`config.mk`:
```
export PLATFORM = sky130hd
export DESIGN_NAME = mod_phase_ctrl
export DESIGN_NICKNAME = d
export VERILOG_FILES = /design/src/rtl/mod_phase_ctrl.sv
export SDC_FILE = /design/constraint.sdc
export NUM_CORES = 1
export LEC_CHECK = 0
export CAP_MARGIN = 10
export CORE_UTILIZATION = 57
export CTS_BUF_LIST = sky130_fd_sc_hd__clkbuf_16
export DETAILED_ROUTE_END_ITERATION = 10
export PLACE_DENSITY_LB_ADDON = 0.15
export SYNTH_ARGS = -nofsm -noshare
export SYNTH_HDL_FRONTEND = slang
export SYNTH_SLANG_ARGS = --single-unit
```
`constraint.sdc`:
```
create_clock -name USER_CLOCK -period 2.4 [get_ports USER_CLOCK]
set_input_delay 0.48 -clock USER_CLOCK [delete_from_list [all_inputs] [get_ports USER_CLOCK]]
set_output_delay 0.48 -clock USER_CLOCK [all_outputs]
set_load 0.05 [all_outputs]
```
`src/rtl/mod_phase_ctrl.sv`:
```
// Phase-select controller for a two-stage BUFGMUX tree fed by a phase DCM.
// Resets/relocks the DCM, then steps the mux selects one bit at a time with a settle hold.
module mod_phase_ctrl #(
  parameter int RST_CYCLES    = 4,
  parameter int LOCK_TIMEOUT  = 1024,
  parameter int SETTLE_CYCLES = 8,
  parameter int DWELL_CYCLES  = 256
) (
  input  logic       USER_CLOCK,
  input  logic       RST_N,
  input  logic       DCM_LOCKED,
  input  logic [1:0] PHASE_REQ,
  input  logic       PHASE_REQ_VALID,
  input  logic       AUTO_EN,
  output logic       PHASE_REQ_READY,
  output logic       CLK_MOD_PHASE_SEL1,
  output logic       CLK_MOD_PHASE_SEL2,
  output logic [1:0] PHASE_CUR,
  output logic       PHASE_ACK,
  output logic       DCM_RST,
  output logic       LOCK_FAULT
);

  localparam int CMAX_A = (LOCK_TIMEOUT > RST_CYCLES) ? LOCK_TIMEOUT : RST_CYCLES;
  localparam int CMAX   = (CMAX_A > SETTLE_CYCLES) ? CMAX_A : SETTLE_CYCLES;
  localparam int CNT_W  = $clog2(CMAX + 1);
  localparam int DW_W   = $clog2(DWELL_CYCLES + 1);

  typedef enum logic [2:0] {
    DCM_RESET, WAIT_LOCK, IDLE, SW_LO, SET_LO, SW_HI, SET_HI
  } state_t;

  state_t            state_q, state_d;
  logic [CNT_W-1:0]  cnt_q, cnt_d;
  logic [DW_W-1:0]   dwell_q, dwell_d;
  logic [1:0]        sel_q, sel_d;
  logic [1:0]        tgt_q, tgt_d;
  logic              ack_q, ack_d;
  logic              fault_q, fault_d;
  logic              accept, auto_fire;
  logic [1:0]        next_tgt;

  always_ff @(posedge USER_CLOCK or negedge RST_N) begin
    if (!RST_N) begin
      state_q <= DCM_RESET;
      cnt_q   <= '0;
      dwell_q <= '0;
      sel_q   <= 2'b00;
      tgt_q   <= 2'b00;
      ack_q   <= 1'b0;
      fault_q <= 1'b0;
    end else begin
      state_q <= state_d;
      cnt_q   <= cnt_d;
      dwell_q <= dwell_d;
      sel_q   <= sel_d;
      tgt_q   <= tgt_d;
      ack_q   <= ack_d;
      fault_q <= fault_d;
    end
  end

  always_comb begin
    state_d   = state_q;
    cnt_d     = cnt_q;
    dwell_d   = '0;
    sel_d     = sel_q;
    tgt_d     = tgt_q;
    ack_d     = 1'b0;
    fault_d   = fault_q;
    accept    = (state_q == IDLE) && DCM_LOCKED && PHASE_REQ_VALID;
    auto_fire = (state_q == IDLE) && DCM_LOCKED && !PHASE_REQ_VALID && AUTO_EN &&
                (dwell_q == DW_W'(DWELL_CYCLES - 1));
    next_tgt  = accept ? PHASE_REQ : sel_q + 2'd1;

    unique case (state_q)
      DCM_RESET: begin
        if (cnt_q == CNT_W'(RST_CYCLES - 1)) begin
          state_d = WAIT_LOCK;
          cnt_d   = '0;
        end else begin
          cnt_d = cnt_q + CNT_W'(1);
        end
      end
      WAIT_LOCK: begin
        if (DCM_LOCKED) begin
          state_d = IDLE;
          cnt_d   = '0;
        end else if (cnt_q == CNT_W'(LOCK_TIMEOUT - 1)) begin
          state_d = DCM_RESET;
          cnt_d   = '0;
          fault_d = 1'b1;
        end else begin
          cnt_d = cnt_q + CNT_W'(1);
        end
      end
      IDLE: begin
        cnt_d = '0;
        if (accept || auto_fire) begin
          tgt_d = next_tgt;
          if (next_tgt == sel_q)            ack_d   = 1'b1;
          else if (next_tgt[0] != sel_q[0]) state_d = SW_LO;
          else                              state_d = SW_HI;
        end else if (AUTO_EN) begin
          dwell_d = dwell_q + DW_W'(1);
        end
      end
      SW_LO: begin
        sel_d[0] = tgt_q[0];
        state_d  = SET_LO;
        cnt_d    = '0;
      end
      SET_LO: begin
        if (cnt_q == CNT_W'(SETTLE_CYCLES - 1)) begin
          cnt_d = '0;
          if (tgt_q[1] != sel_q[1]) state_d = SW_HI;
          else begin
            state_d = IDLE;
            ack_d   = 1'b1;
          end
        end else begin
          cnt_d = cnt_q + CNT_W'(1);
        end
      end
      SW_HI: begin
        sel_d[1] = tgt_q[1];
        state_d  = SET_HI;
        cnt_d    = '0;
      end
      SET_HI: begin
        if (cnt_q == CNT_W'(SETTLE_CYCLES - 1)) begin
          cnt_d   = '0;
          state_d = IDLE;
          ack_d   = 1'b1;
        end else begin
          cnt_d = cnt_q + CNT_W'(1);
        end
      end
      default: begin
        state_d = DCM_RESET;
        cnt_d   = '0;
      end
    endcase

    // Lock loss overrides anything in progress: park muxes at phase 0 and re-reset the DCM.
    if (!DCM_LOCKED && (state_q != DCM_RESET) && (state_q != WAIT_LOCK)) begin
      state_d = DCM_RESET;
      cnt_d   = '0;
      sel_d   = 2'b00;
      ack_d   = 1'b0;
      dwell_d = '0;
    end
  end

  always_comb begin
    PHASE_REQ_READY    = (state_q == IDLE);
    DCM_RST            = (state_q == DCM_RESET);
    CLK_MOD_PHASE_SEL1 = sel_q[0];
    CLK_MOD_PHASE_SEL2 = sel_q[1];
    PHASE_CUR          = sel_q;
    PHASE_ACK          = ack_q;
    LOCK_FAULT         = fault_q;
  end

endmodule

```
Word level (Yosys, flattened, before mapping)
Index checks and enable logic that the tools add are counted.
Widths: inputs -> output; s select.
{ "classes": {"n_addsub": 3, "eq_ne": 20, "n_mux": 32, "bitwise_logic": 1, "reduce_logical": 18} }
{ "op_table": {"columns": ["cell", "n"], "rows": [
  ["$mux 11", 5],
  ["$mux 9", 4],
  ["$pmux 11 s3", 1],
  ["$mux 3", 10],
  ["$pmux 3 s7", 1],
  ["$add 11x1->11 const B", 1],
  ["$eq 11x10->1 const B", 1],
  ["$eq 11x2->1 const B", 1],
  ["$eq 11x3->1 const B", 1],
  ["$add 9x1->9 const B", 1],
  ["$eq 3x3->1 const B", 3],
  ["$eq 9x8->1 const B", 1],
  ["$ne 3x1->1 const B", 3],
  ["$mux 1", 8],
  ["$logic_and 1x1->1", 7],
  ["$eq 3x2->1 const B", 2],
  ["$ne 3x3->1 const B", 2],
  ["$reduce_and 6->1", 1],
  ["$mux 2", 2],
  ["$ne 4x4->1 const B", 1],
  ["$reduce_bool 2->1", 2],
  ["$eq 3x1->1 const B", 1],
  ["$logic_not 3->1", 1],
  ["$ne 3x2->1 const B", 1],
  ["other kinds (11)", 13]
]} }
{ "totals": {"ff_bits": 29, "inputBits": 7, "elab_cells": 82} }

Logic depth before layout (Yosys ltp)
Gate-level depths: netlist of run 1.
{ "depth": {"word_depth": 10, "ltp_mapped": 9} }

Least setup slack after synthesis of run 1
Ideal clock, no wire load.
{ "synth_path": {"path_type": "register -> register", "from": "register state_q[1]", "to": "register state_q[2]", "setup_ns": 0.131, "arrival_ns": 2.184, "required_ns": 2.269, "setup_slack_ns": 0.085, "stages_incl_launch_ff": 6, "n_path_buf": 1, "cell_sequence": "dfrtp_1 -> buf_2 -> nor3b_1 -> nand2_1 -> nand3_1 -> o32ai_1"} }
{ "synth_between": {"elab_chain_cells": 10} }
{ "synth_rtl": {"columns": ["item", "line_no", "rtl"], "rows": [
  ["start, declared", "33", "state_t state_q, state_d;"],
  ["start signal, assigned", "53", "state_q <= state_d;"],
  ["$eq 3x2->1 *", null, null],
  ["via PHASE_REQ_READY", "15", "output logic PHASE_REQ_READY,"],
  ["$logic_and 1x1->1", "71, 72", null],
  ["$logic_and 1x1->1", "71", "accept = (state_q == IDLE) && DCM_LOCKED && PHASE_REQ_VALID;"],
  ["$mux 2", "74", "next_tgt = accept ? PHASE_REQ : sel_q + 2'd1;"],
  ["$ne 1x1->1", "102", "else if (next_tgt[0] != sel_q[0]) state_d = SW_LO;"],
  ["$mux 3", "102", null],
  ["$mux 3", "101", "if (next_tgt == sel_q) ack_d = 1'b1;"],
  ["$mux 3", "99", "if (accept || auto_fire) begin"],
  ["$pmux 3 s7", "76", "unique case (state_q)"],
  ["$mux 3", "146", "if (!DCM_LOCKED && (state_q != DCM_RESET) && (state_q != WAIT_LOCK)) begin"]
]} }
The timed path passes the listed nets; every way through them passes the cells marked *. The select of a mux whose other input is x is not followed.
A chain may end at the register's enable or synchronous reset.

Worst setup path after layout of run 1
{ "layout_path": {"from": "register sel_q[1] (netlist: PHASE_CUR[1])", "to": "output port CLK_MOD_PHASE_SEL2"} }
{ "layout_rtl": {"columns": ["item", "line_no", "rtl"], "rows": [
  ["start, declared", "36", "logic [1:0] sel_q, sel_d;"],
  ["start signal, assigned", "56", "sel_q <= sel_d;"],
  ["end, declared", "17", "output logic CLK_MOD_PHASE_SEL2,"]
]} }
No word-level cell between the ends.

==> results of run 1 <==
## cell families after synthesis
family          after synthesis  share of synthesized area
compound gates               46                     0.1837
xor+xnor                     18                    0.09225
fa+ha+maj                     3                    0.02196
buf+inv                      19                    0.05710
flops                        29                     0.4246
mux                           2                    0.01391
simple gates                 59                     0.2064
## placed cells by master (no fill, tap or decap), types with 2 or more instances in the layout
| cell | synthesis | final |
|---|---|---|
| dfrtp_1 | 29 | 29 |
| a21oi_1 | 15 | 15 |
| clkdlybuf4s50_1 | 0 | 12 |
| nand3_1 | 11 | 11 |
| nand2_1 | 10 | 10 |
| nor2_1 | 10 | 10 |
| inv_1 | 8 | 9 |
| xor2_1 | 9 | 9 |
| xnor2_1 | 9 | 9 |
| o21ai_0 | 7 | 7 |
| clkbuf_16 | 0 | 5 |
| and3_1 | 4 | 4 |
| a31oi_1 | 4 | 4 |
| buf_4 | 3 | 4 |
| nor3_1 | 3 | 3 |
| nand4_1 | 3 | 3 |
| ha_1 | 3 | 3 |
| and2_1 | 2 | 2 |
| o21ai_2 | 2 | 2 |
| nand2b_1 | 2 | 2 |
| o211ai_1 | 2 | 2 |
| o31ai_1 | 2 | 2 |
| o21a_1 | 2 | 2 |
## power by group
part	internal (mW)	switching (mW)	total (mW)
clock network	0.368	0.189	0.557
registers	0.562	0.176	0.738
logic	0.338	0.498	0.836
## per-stage QoR
step,hold WS (ns),std cells,utilization
2_1_floorplan,0.1844,176,-
3_3_place_gp,0.4381,212,0.6525
3_5_place_dp,0.4505,212,0.6525
4_1_cts,0.4564,219,0.6998
5_1_grt,0.4874,219,0.6998
6_report,0.4520,219,0.6998
## worst max-delay path by stage
stage	start	to	slack, ns	depth (start not counted)
after floorplan	state_q[1]$_DFFE_PN0P_	state_q[2]$_DFFE_PN0P_	0.08	5
after global placement	DCM_LOCKED	state_q[2]$_DFFE_PN0P_	0.41	6
after detailed placement	dwell_q[0]$_DFF_PN0_	dwell_q[3]$_DFF_PN0_	0.34	8
after CTS	PHASE_CUR[1]$_DFFE_PN0P_	CLK_MOD_PHASE_SEL2	0.26	1
after global routing	dwell_q[0]$_DFF_PN0_	dwell_q[4]$_DFF_PN0_	0.16	8
final	PHASE_CUR[1]$_DFFE_PN0P_	CLK_MOD_PHASE_SEL2	0.26	1
## flip-flops by register name, indices dropped and copies added, names as in the netlist
register    count
cnt_q          11
dwell_q         9
state_q         3
PHASE_CUR       2
tgt_q           2
LOCK_FAULT      1
PHASE_ACK       1
## synthesized netlist by cell type, types with 4 or more instances
library cell,instances
dfrtp_1,29
a21oi_1,15
nand3_1,11
nand2_1,10
nor2_1,10
xnor2_1,9
xor2_1,9
inv_1,8
o21ai_0,7
buf_2,6
a31oi_1,4
and3_1,4
## layout make-up
type / instances / share of cell area
inverter: 8 / 0.01530
tap: 31 / 0.01976
timing repair buffer: 16 / 0.07648
clock inverter: 2 / 0.003824
multi-input combinational: 128 / 0.4512
sequential: 29 / 0.3697
clock buffer: 5 / 0.06373
## metal layers
| metal | vias up | GRT usage |
|---|---|---|
| met4 | 0 | 0.1080 |
| met2 | 34 | 0.3844 |
| met5 | - | 0 |
| met1 | 657 | 0.3042 |
| li1 | 656 | - |
| met3 | 6 | 0.06452 |
## worst register-to-register path: cells and delay by family, from the launching register on
kind | cells | cell delay [ns]
and+or+nand+nor | 5 | 0.90
adders and majority gates | 2 | 0.43
DFF | 1 | 0.40
AOI/OAI and AO/OA | 1 | 0.25
==> flow_summary.json, run 1 <==
{
  "cts-root-buf": "clkbuf_16",
  "synth_edf_count": 0,
  "cp_max_fo": 8,
  "p_total_mw": 2.131,
  "synth_top_area_frac": 0.4246,
  "dr.pass1.iters": 4,
  "crit_arrival_ns": 1.66,
  "relSlewSlack": 0.5925,
  "outcome": "finished, final reports clean",
  "synthCells": 176,
  "worstHoldPathType": "register to register",
  "min_period_over_period": 0.8903,
  "reg2reg_depth": 8,
  "critPathCaptureType": "output pin",
  "grt_max_degree": 30,
  "ys.flop_type": "dfrtp_1",
  "antennaDiodeCount": 0,
  "num_rows": 19,
  "yosysTopAreaCell": "dfrtp_1",
  "cts_made_buffers": 5,
  "path_buf_inv": 1,
  "hold_end": "cnt_q[0]$_DFF_PN0_",
  "power.density_mw_per_mm2": 1086,
  "drive_gt1_frac": 0.1117,
  "regToRegEndpoint": "dwell_q[7]$_DFF_PN0_",
  "met2_length_um": 1620,
  "p_leak_nw": 0.8261,
  "top_layer": "met4",
  "r2r-start": "dwell_q[0]$_DFF_PN0_",
  "placed_area_mm2": 0.001831,
  "cp_data_required_time_ns": 1.92,
  "peakVddDrop_uv": 636.2,
  "ff2ff_setup_slack_ns": 0.34,
  "port_buffers": 14,
  "drv_cap": 0,
  "core_mm2": 0.002805,
  "async_flop_share": 1.000,
  "syn_nets": 186,
  "criticalPathCategory": "register to output pin",
  "cts.sinks": 29,
  "grt_pass1_vias": 1324,
  "ant_nets": 0,
  "yosysWarnings": 0,
  "final_nets": 198,
  "dieArea_mm2": 0.003222,
  "clock_skew_ns": 0.005260,
  "setup_viol": 0,
  "cts_hold_buf": 0,
  "finalCriticalPeriod_ns": 2.137,
  "tightest_slew_ns": 0.6112,
  "hold_viol_final": 0,
  "ys_seq_area_frac": 0.4246,
  "min_from": "cnt_q[0]$_DFF_PN0_",
  "slew_viol_final": 0,
  "max_freq_mhz": 468.0,
  "grt.total_usage": 0.2400,
  "die_y_um": 56.76,
  "critical_path.startpoint_type": "register",
  "multi_input_area_um2": 885.9,
  "cts_resized": 0,
  "htreeDepth": 2,
  "synth_area_mm2": 0.001709,
  "post-cts-setup-buffers": 0,
  "regArea_um2": 725.7,
  "syn_to_final_growth_pct": 14.86,
  "avgRoutedWirePerCell_um": 15.25,
  "worstHoldPathCells": 1,
  "crit_family": "buffers and inverters",
  "antenna_found_initial": 0,
  "max_stage_delay_ns": 0.87,
  "path_clk_slew_ns": 0.05,
  "clk_latency_ns": 0.27,
  "postLayoutCellArea_mm2": 0.001963,
  "drt_iter0_markers": 85,
  "fin_setup_tns_ns": 0,
  "dp_hpwl_um": 2277,
  "wl_um": 3339,
  "met3_length_um": 138,
  "ios": 15,
  "rsz0062_at_grt": "no",
  "drc_errors": 0,
  "synth_seq_cells": 29,
  "die_w_um": 56.76,
  "routed_via_density": 6.178,
  "clockBufferDepth": 2,
  "grt_overflow_total": 0,
  "cp_slowest_cell": "clkdlybuf4s50_1",
  "start_util": 0.6093,
  "worst_slack_ns": 0.2633,
  "grt_pass1_wl_um": 5871,
  "ys_top_cells_by_area": "dfrtp_1 (42%), xnor2_1 (4.6%), xor2_1 (4.6%)",
  "dp_slack_ns": 0.3447,
  "gp_congestion": 0.8594,
  "synth_cell_types": 52,
  "path_cells": "clkdlybuf4s50_1",
  "vias": 1353,
  "synth.avg_cell_area_um2": 9.711,
  "fillers": 219,
  "drt-met1-wl_um": 1530,
  "cts_tree": "done"
}
Power figures use the tool's default switching activity.
==> run 2, diff against run 1 <==
--- a/config.mk
+++ b/config.mk
@@ -8,6 +8,7 @@
 export CAP_MARGIN = 10
 export CORE_UTILIZATION = 57
 export CTS_BUF_LIST = sky130_fd_sc_hd__clkbuf_16
+export CTS_CLUSTER_SIZE = 30
 export DETAILED_ROUTE_END_ITERATION = 10
 export PLACE_DENSITY_LB_ADDON = 0.15
 export SYNTH_ARGS = -nofsm -noshare
==> results of run 2 <==
Same layout as run 1: the final DEF is identical, and so are final timing and power.
